--- src/rtl/sreg_pkg.sv ---
// Shared defaults, beat arithmetic and FSM encoding for the lane deserializer.
// Defining SREG_DESER_PARITY_EN adds the PARITY state used for the trailing parity beat.
package sreg_pkg;

    localparam int SREG_WORD_W = 42;
    localparam int SREG_LANE_W = 2;
    localparam int SREG_BEATS  = SREG_WORD_W / SREG_LANE_W;

    typedef enum logic [1:0] {
        IDLE,
        SHIFT
`ifdef SREG_DESER_PARITY_EN
        , PARITY
`endif
    } state_t;

    // Beat counter width; a single-beat word still needs one counter bit.
    function automatic int cnt_width(input int beats);
        return (beats > 1) ? $clog2(beats) : 1;
    endfunction

endpackage

--- src/rtl/sreg_deser_out.sv ---
// Output stage of the deserializer: pixel register, valid/ready handshake and
// sticky overrun detection for words that complete while the slot is still full.
module sreg_deser_out
    import sreg_pkg::*;
#(
    parameter int WORD_W = SREG_WORD_W
) (
    input  logic              sclk,
    input  logic              rst_n,
    input  logic              word_done,
    input  logic [WORD_W-1:0] word,
    input  logic              pix_ready,
    input  logic              err_clr,
    output logic [WORD_W-1:0] pix_out,
    output logic              pix_valid,
    output logic              overrun
);

    logic [WORD_W-1:0] pix_out_q, pix_out_d;
    logic              pix_valid_q, pix_valid_d;
    logic              overrun_q, overrun_d;

    // NOTE: every always_comb output gets a default first so no path infers a latch.
    always_comb begin
        pix_out_d   = pix_out_q;
        pix_valid_d = pix_valid_q;
        overrun_d   = overrun_q & ~err_clr;
        if (word_done) begin
            // A completing word may replace one that is being consumed this same cycle.
            if (!pix_valid_q || pix_ready) begin
                pix_out_d   = word;
                pix_valid_d = 1'b1;
            end else begin
                overrun_d   = 1'b1;
            end
        end else if (pix_valid_q && pix_ready) begin
            pix_valid_d = 1'b0;
        end
    end

    // NOTE: state is written with non-blocking assignments only, so every flop samples pre-edge values.
    always_ff @(posedge sclk) begin
        if (!rst_n) begin
            pix_out_q   <= '0;
            pix_valid_q <= 1'b0;
            overrun_q   <= 1'b0;
        end else begin
            pix_out_q   <= pix_out_d;
            pix_valid_q <= pix_valid_d;
            overrun_q   <= overrun_d;
        end
    end

    assign pix_out   = pix_out_q;
    assign pix_valid = pix_valid_q;
    assign overrun   = overrun_q;

endmodule

--- src/rtl/sreg_deser.sv ---
// Lane deserializer: assembles LANE_W-bit beats (LSB beat first) into WORD_W-bit pixels.
// Optional trailing parity beat when SREG_DESER_PARITY_EN is defined.
module sreg_deser
    import sreg_pkg::*;
#(
    parameter int WORD_W = SREG_WORD_W,
    parameter int LANE_W = SREG_LANE_W
) (
    input  logic              sclk,
    input  logic              rst_n,
    input  logic              load,
    input  logic              shift,
    input  logic [LANE_W-1:0] sreg_in,
    input  logic              pix_ready,
    input  logic              err_clr,
    output logic [WORD_W-1:0] pix_out,
    output logic              pix_valid,
    output logic              overrun,
    output logic              short_word,
    output logic              par_err
);

    localparam int               BEATS     = WORD_W / LANE_W;
    localparam int               CNT_W     = cnt_width(BEATS);
    localparam logic [CNT_W-1:0] LAST_BEAT = CNT_W'(BEATS - 1);

    state_t                   state_q, state_d;
    logic [CNT_W-1:0]         cnt_q, cnt_d;
    logic [WORD_W-1:0]        acc_q, acc_d;
    logic [WORD_W+LANE_W-1:0] acc_cat;
    logic                     short_word_q, short_word_d;
    logic                     short_set;
    logic                     word_done;
`ifdef SREG_DESER_PARITY_EN
    logic                     par_err_q, par_err_d;
    logic                     par_set;
`endif

    always_ff @(posedge sclk) begin
        if (!rst_n) state_q <= IDLE;
        else        state_q <= state_d;
    end

    always_comb begin
        state_d = state_q;
        case (state_q)
            IDLE: begin
                if (load) state_d = SHIFT;
            end
            SHIFT: begin
                if (!load && shift && cnt_q == LAST_BEAT) begin
`ifdef SREG_DESER_PARITY_EN
                    state_d = PARITY;
`else
                    state_d = IDLE;
`endif
                end
            end
`ifdef SREG_DESER_PARITY_EN
            PARITY: begin
                if (load)       state_d = SHIFT;
                else if (shift) state_d = IDLE;
            end
`endif
            default: state_d = IDLE;
        endcase
    end

    // New beats enter at the top so the first beat ends up in the lowest lane.
    assign acc_cat = {sreg_in, acc_q};

    always_comb begin
        cnt_d     = cnt_q;
        acc_d     = acc_q;
        word_done = 1'b0;
        short_set = 1'b0;
`ifdef SREG_DESER_PARITY_EN
        par_set   = 1'b0;
`endif
        case (state_q)
            IDLE: begin
                if (load) cnt_d = '0;
            end
            SHIFT: begin
                if (load) begin
                    cnt_d     = '0;
                    short_set = (cnt_q != '0);
                end else if (shift) begin
                    acc_d = acc_cat[WORD_W+LANE_W-1:LANE_W];
                    if (cnt_q == LAST_BEAT) begin
`ifndef SREG_DESER_PARITY_EN
                        cnt_d     = '0;
                        word_done = 1'b1;
`endif
                    end else begin
                        cnt_d = cnt_q + CNT_W'(1);
                    end
                end
            end
`ifdef SREG_DESER_PARITY_EN
            PARITY: begin
                // The counter still points at the last beat, so a load here is a mid-word restart.
                if (load) begin
                    cnt_d     = '0;
                    short_set = (cnt_q != '0);
                end else if (shift) begin
                    cnt_d = '0;
                    if (sreg_in[0] == ^acc_q) word_done = 1'b1;
                    else                      par_set   = 1'b1;
                end
            end
`endif
            default: ;
        endcase
    end

    assign short_word_d = short_set | (short_word_q & ~err_clr);
`ifdef SREG_DESER_PARITY_EN
    assign par_err_d    = par_set | (par_err_q & ~err_clr);
`endif

    // NOTE: the accumulator is reset along with control so a reset mid-word leaves no stale data.
    always_ff @(posedge sclk) begin
        if (!rst_n) begin
            cnt_q        <= '0;
            acc_q        <= '0;
            short_word_q <= 1'b0;
`ifdef SREG_DESER_PARITY_EN
            par_err_q    <= 1'b0;
`endif
        end else begin
            cnt_q        <= cnt_d;
            acc_q        <= acc_d;
            short_word_q <= short_word_d;
`ifdef SREG_DESER_PARITY_EN
            par_err_q    <= par_err_d;
`endif
        end
    end

    assign short_word = short_word_q;
`ifdef SREG_DESER_PARITY_EN
    assign par_err    = par_err_q;
`else
    assign par_err    = 1'b0;
`endif

    sreg_deser_out #(
        .WORD_W (WORD_W)
    ) u_out (
        .sclk      (sclk),
        .rst_n     (rst_n),
        .word_done (word_done),
        .word      (acc_d),
        .pix_ready (pix_ready),
        .err_clr   (err_clr),
        .pix_out   (pix_out),
        .pix_valid (pix_valid),
        .overrun   (overrun)
    );

endmodule

--- config.mk ---
export PLATFORM = sky130hd
export DESIGN_NAME = sreg_deser
export DESIGN_NICKNAME = d
export VERILOG_FILES = /design/src/rtl/sreg_pkg.sv /design/src/rtl/sreg_deser_out.sv /design/src/rtl/sreg_deser.sv
export SDC_FILE = /design/constraint.sdc
export NUM_CORES = 1
export LEC_CHECK = 0
export CAP_MARGIN = 25
export CORE_UTILIZATION = 49
export DETAILED_ROUTE_END_ITERATION = 10
export PLACE_DENSITY = 0.75
export SLEW_MARGIN = 15
export SYNTH_ARGS = -nofsm -noshare
export SYNTH_HDL_FRONTEND = slang
export SYNTH_HIERARCHICAL = 1
export SYNTH_SLANG_ARGS = --single-unit
--- constraint.sdc ---
create_clock -name sclk -period 1.6 [get_ports sclk]
set_input_delay 0.4 -clock sclk [delete_from_list [all_inputs] [get_ports sclk]]
set_output_delay 0.4 -clock sclk [all_outputs]
set_load 0.005 [all_outputs]
==> summary.txt <==
initial DRC count -> 87
Net Sw Power -> 883 uW
largest net degree at the start of global routing -> 34
Setup Slack @ Placement -> -374 ps
combinational family with the most area after synthesis -> multiplexers
Final Hold Viols -> 0
adder and majority gate portion of the synthesized area -> 0.631%
WL final -> 7410 um
final setup margin -> -32.4 ps
CP required -> 1870 ps
Reg power frac -> 57.5%
unrepaired setup endpoints after global routing -> true
post-synthesis simple-gate area fraction -> 18.3%
WS Path Type -> in2reg
die area -> 0.00846 mm2
synthesized area -> 0.00397 mm2
most frequent cells in the layout -> 91 x nand2_1, 53 x dfxtp_1, 44 x and2_1, 42 x mux2i_1, 40 x dfxtp_2
Logic pwr share -> 3.9%
H-Tree Depth -> 3
FP Rows -> 32
yosys synthesis warning count -> 6
CP arrival -> 1900 ps
failing checks -> setup timing
Root Buffer Master -> clkbuf_8
GRT Overall Usage -> 16.4%
multi-input gate area in the final layout -> 0.00190 mm2
DP Wirelength -> 4470 um
maximum VDD drop -> 0.516 mV
Hold Path Origin -> rst_n
Cell Chain, Critical Path -> clkdlybuf4s50_1 -> nand3b_4 -> nor2_2 -> nor2b_4 -> buf_12 -> buf_6 -> mux2i_1
Pre-antenna DRT Iters -> 5
Synth cell types -> 31
switching share of power -> 21.9%
total grt overflow -> 0
Final Skew -> 7.18 ps
outcome -> finished with violations
CTS Sinks -> 93
vias in the first global route -> 2470
CTS tree -> done
syn_nets -> 381
Clock Latency Late Sink -> 350 ps
CTS max path bufs -> 2
Power per Cell Area -> 782 mW/mm2
Final nets -> 451
Worst Setup Start Kind -> primary input
PnR Total Power -> 4030 uW
io pins -> 54
first-pass GRT wire length -> 11000 um
post-synthesis mux area share -> 26.2%
endpoint type of the worst setup path -> flop
crit path time final -> 1630 ps
CTS hold repair buffers -> 0
via count -> 2655
CP max stage cell -> clkdlybuf4s50_1
Achievable Freq -> 613 MHz
Core ar. -> 0.00777 mm2
Die H -> 92.0 um
Setup TNS -> -137 ps
Leak -> 0.00265 uW
final RePlAce weighted congestion -> 0.821
Syn Inst Count -> 371
fill count -> 613
Wirelength per Cell -> 13.5 um
initial core utilization -> 51.1%
period utilization -> 102%
#FFs+latches synth -> 93
crit-path max cell delay -> 450 ps
xor/xnor cell area share of the yosys netlist -> 0%
Slew Viols, Final -> 0
width of the die -> 92.0 um
DRC -> 0
R2R Setup Slk -> 20 ps
Setup violations, final -> 10
via-per-instance ratio -> 4.84
register area share after synthesis -> 46.9%
n_diodes -> 0
PortBufs -> 52
Compound-Gate Fraction of Synth Area -> 2.08%
Syn Area/Cell -> 10.7 um2
Util after Layout -> 66.3%
crit-path max FO -> 8
layout cells sized above 1 -> 30.9%
CTS Buf Count -> 9
Area growth, synth to finish -> 29.8%
Int Pwr -> 3150 uW
CP startpoint -> load
Hold Crit Class -> in2reg
MaxCap Viol Count -> 0
initial antenna violation count -> 0
Clock Power Share -> 38.6%
commonest non-fill, non-tap cell in the layout -> nand2_1
launching point of the worst reg2reg path -> cnt_q[1]
Fin Hold WS -> 454 ps
DRT antenna net count -> 0
FF+latch area -> 0.00191 mm2
clock transition at the registers of the reported paths -> 90 ps
critical path: cells and delay by family:
family                 cells  cell delay, ps
AND/OR/NAND/NOR            3             530
multiplexers               1             200
buffers and inverters      3             760
cell usage after synthesis:
cell / n / area (um2)
buf_12: 4 / 80.1
mux2_4: 39 / 586
o22ai_1: 1 / 6.26
and2_1: 44 / 275
clkbuf_1: 7 / 26.3
a21oi_1: 5 / 25.0
inv_1: 5 / 18.8
ha_1: 2 / 25.0
a21boi_0: 1 / 7.51
buf_4: 2 / 15.0
nand2_1: 91 / 342
o21a_1: 1 / 7.51
nor2b_2: 1 / 8.76
buf_6: 5 / 56.3
nor2b_1: 2 / 12.5
nor2_1: 1 / 3.75
or4b_1: 1 / 10.0
mux2i_1: 42 / 420
nor2b_4: 1 / 13.8
nand4b_1: 1 / 8.76
o21ai_0: 2 / 10.0
conb_1: 1 / 3.75
nand2b_1: 1 / 6.26
dfxtp_1: 93 / 1860
buf_2: 7 / 35.0
nand3_1: 3 / 15.0
nor4b_1: 1 / 8.76
nand3b_4: 1 / 20.0
a311oi_1: 2 / 17.5
a41oi_1: 1 / 8.76
mux2_2: 3 / 33.8
cell families (layout without fill, tap and decap cells):
kind of cell,after synthesis,after routing
compound gates,13,13
mux,84,84
simple gates,148,148
buf+inv,30,105
flops,93,93
other cells,1,1
fa+ha+maj,2,2
registers in the layout, indices dropped and copies added, names as in the netlist:
| name | flops |
|---|---|
| short_word | 1 |
| state_q | 1 |
| u_out/pix_valid | 1 |
| u_out/pix_out | 42 |
| acc_q | 42 |
| u_out/overrun | 1 |
| cnt_q | 5 |
final cells by class:
class / instances / share of cell area [%]
multi-input cells: 248 / 36.8
well taps: 102 / 2.48
inverters: 5 / 0.364
clock inverters: 6 / 1.19
repair buffers: 84 / 19.4
flip-flops and latches: 93 / 37.1
clock buffers: 10 / 2.67
final timing paths:
path,to,cells after the start
min,u_out/pix_out[15],3
min reg2reg,u_out/pix_out[7],2
max,u_out/pix_out[38],7
max reg2reg,u_out/pix_out[38],8
through the flow:
stage / area, um2 / std cells
after detailed placement: 4640 / 521
after CTS: 4860 / 538
final: 5150 / 548
after floorplan: 3970 / 371
after global routing: 5150 / 548
after global placement: 4640 / 521
per-layer routing:
metal	global-route usage [%]	vias to the layer above	wire length [um]
met5	0	-	0
met4	5.08	0	129
met3	4.39	10	237
met2	27.9	51	3730
met1	20.0	1240	3320
li1	-	1354	-
repair_timing:
action / 4_1_cts / 5_1_grt
setup endpoints to repair: 25 / 81
pin swaps: 0 / 2
cloned: 0 / 6
setup buffers: 1 / 4
gates resized for setup: 25 / 61
power groups by stage:
| stage | Clock (uW) | Combinational [uW] | Sequential, uW |
|---|---|---|---|
| 3_3_place_gp | 0 | 155 | 2370 |
| 4_1_cts | 1590 | 157 | 2320 |
| 3_5_place_dp | 0 | 156 | 2370 |
| 6_report | 1560 | 156 | 2320 |
| 5_1_grt | 1710 | 170 | 2320 |
| 2_1_floorplan | 0 | 96.1 | 2370 |
No activity file was read; power rests on OpenSTA's default activity.
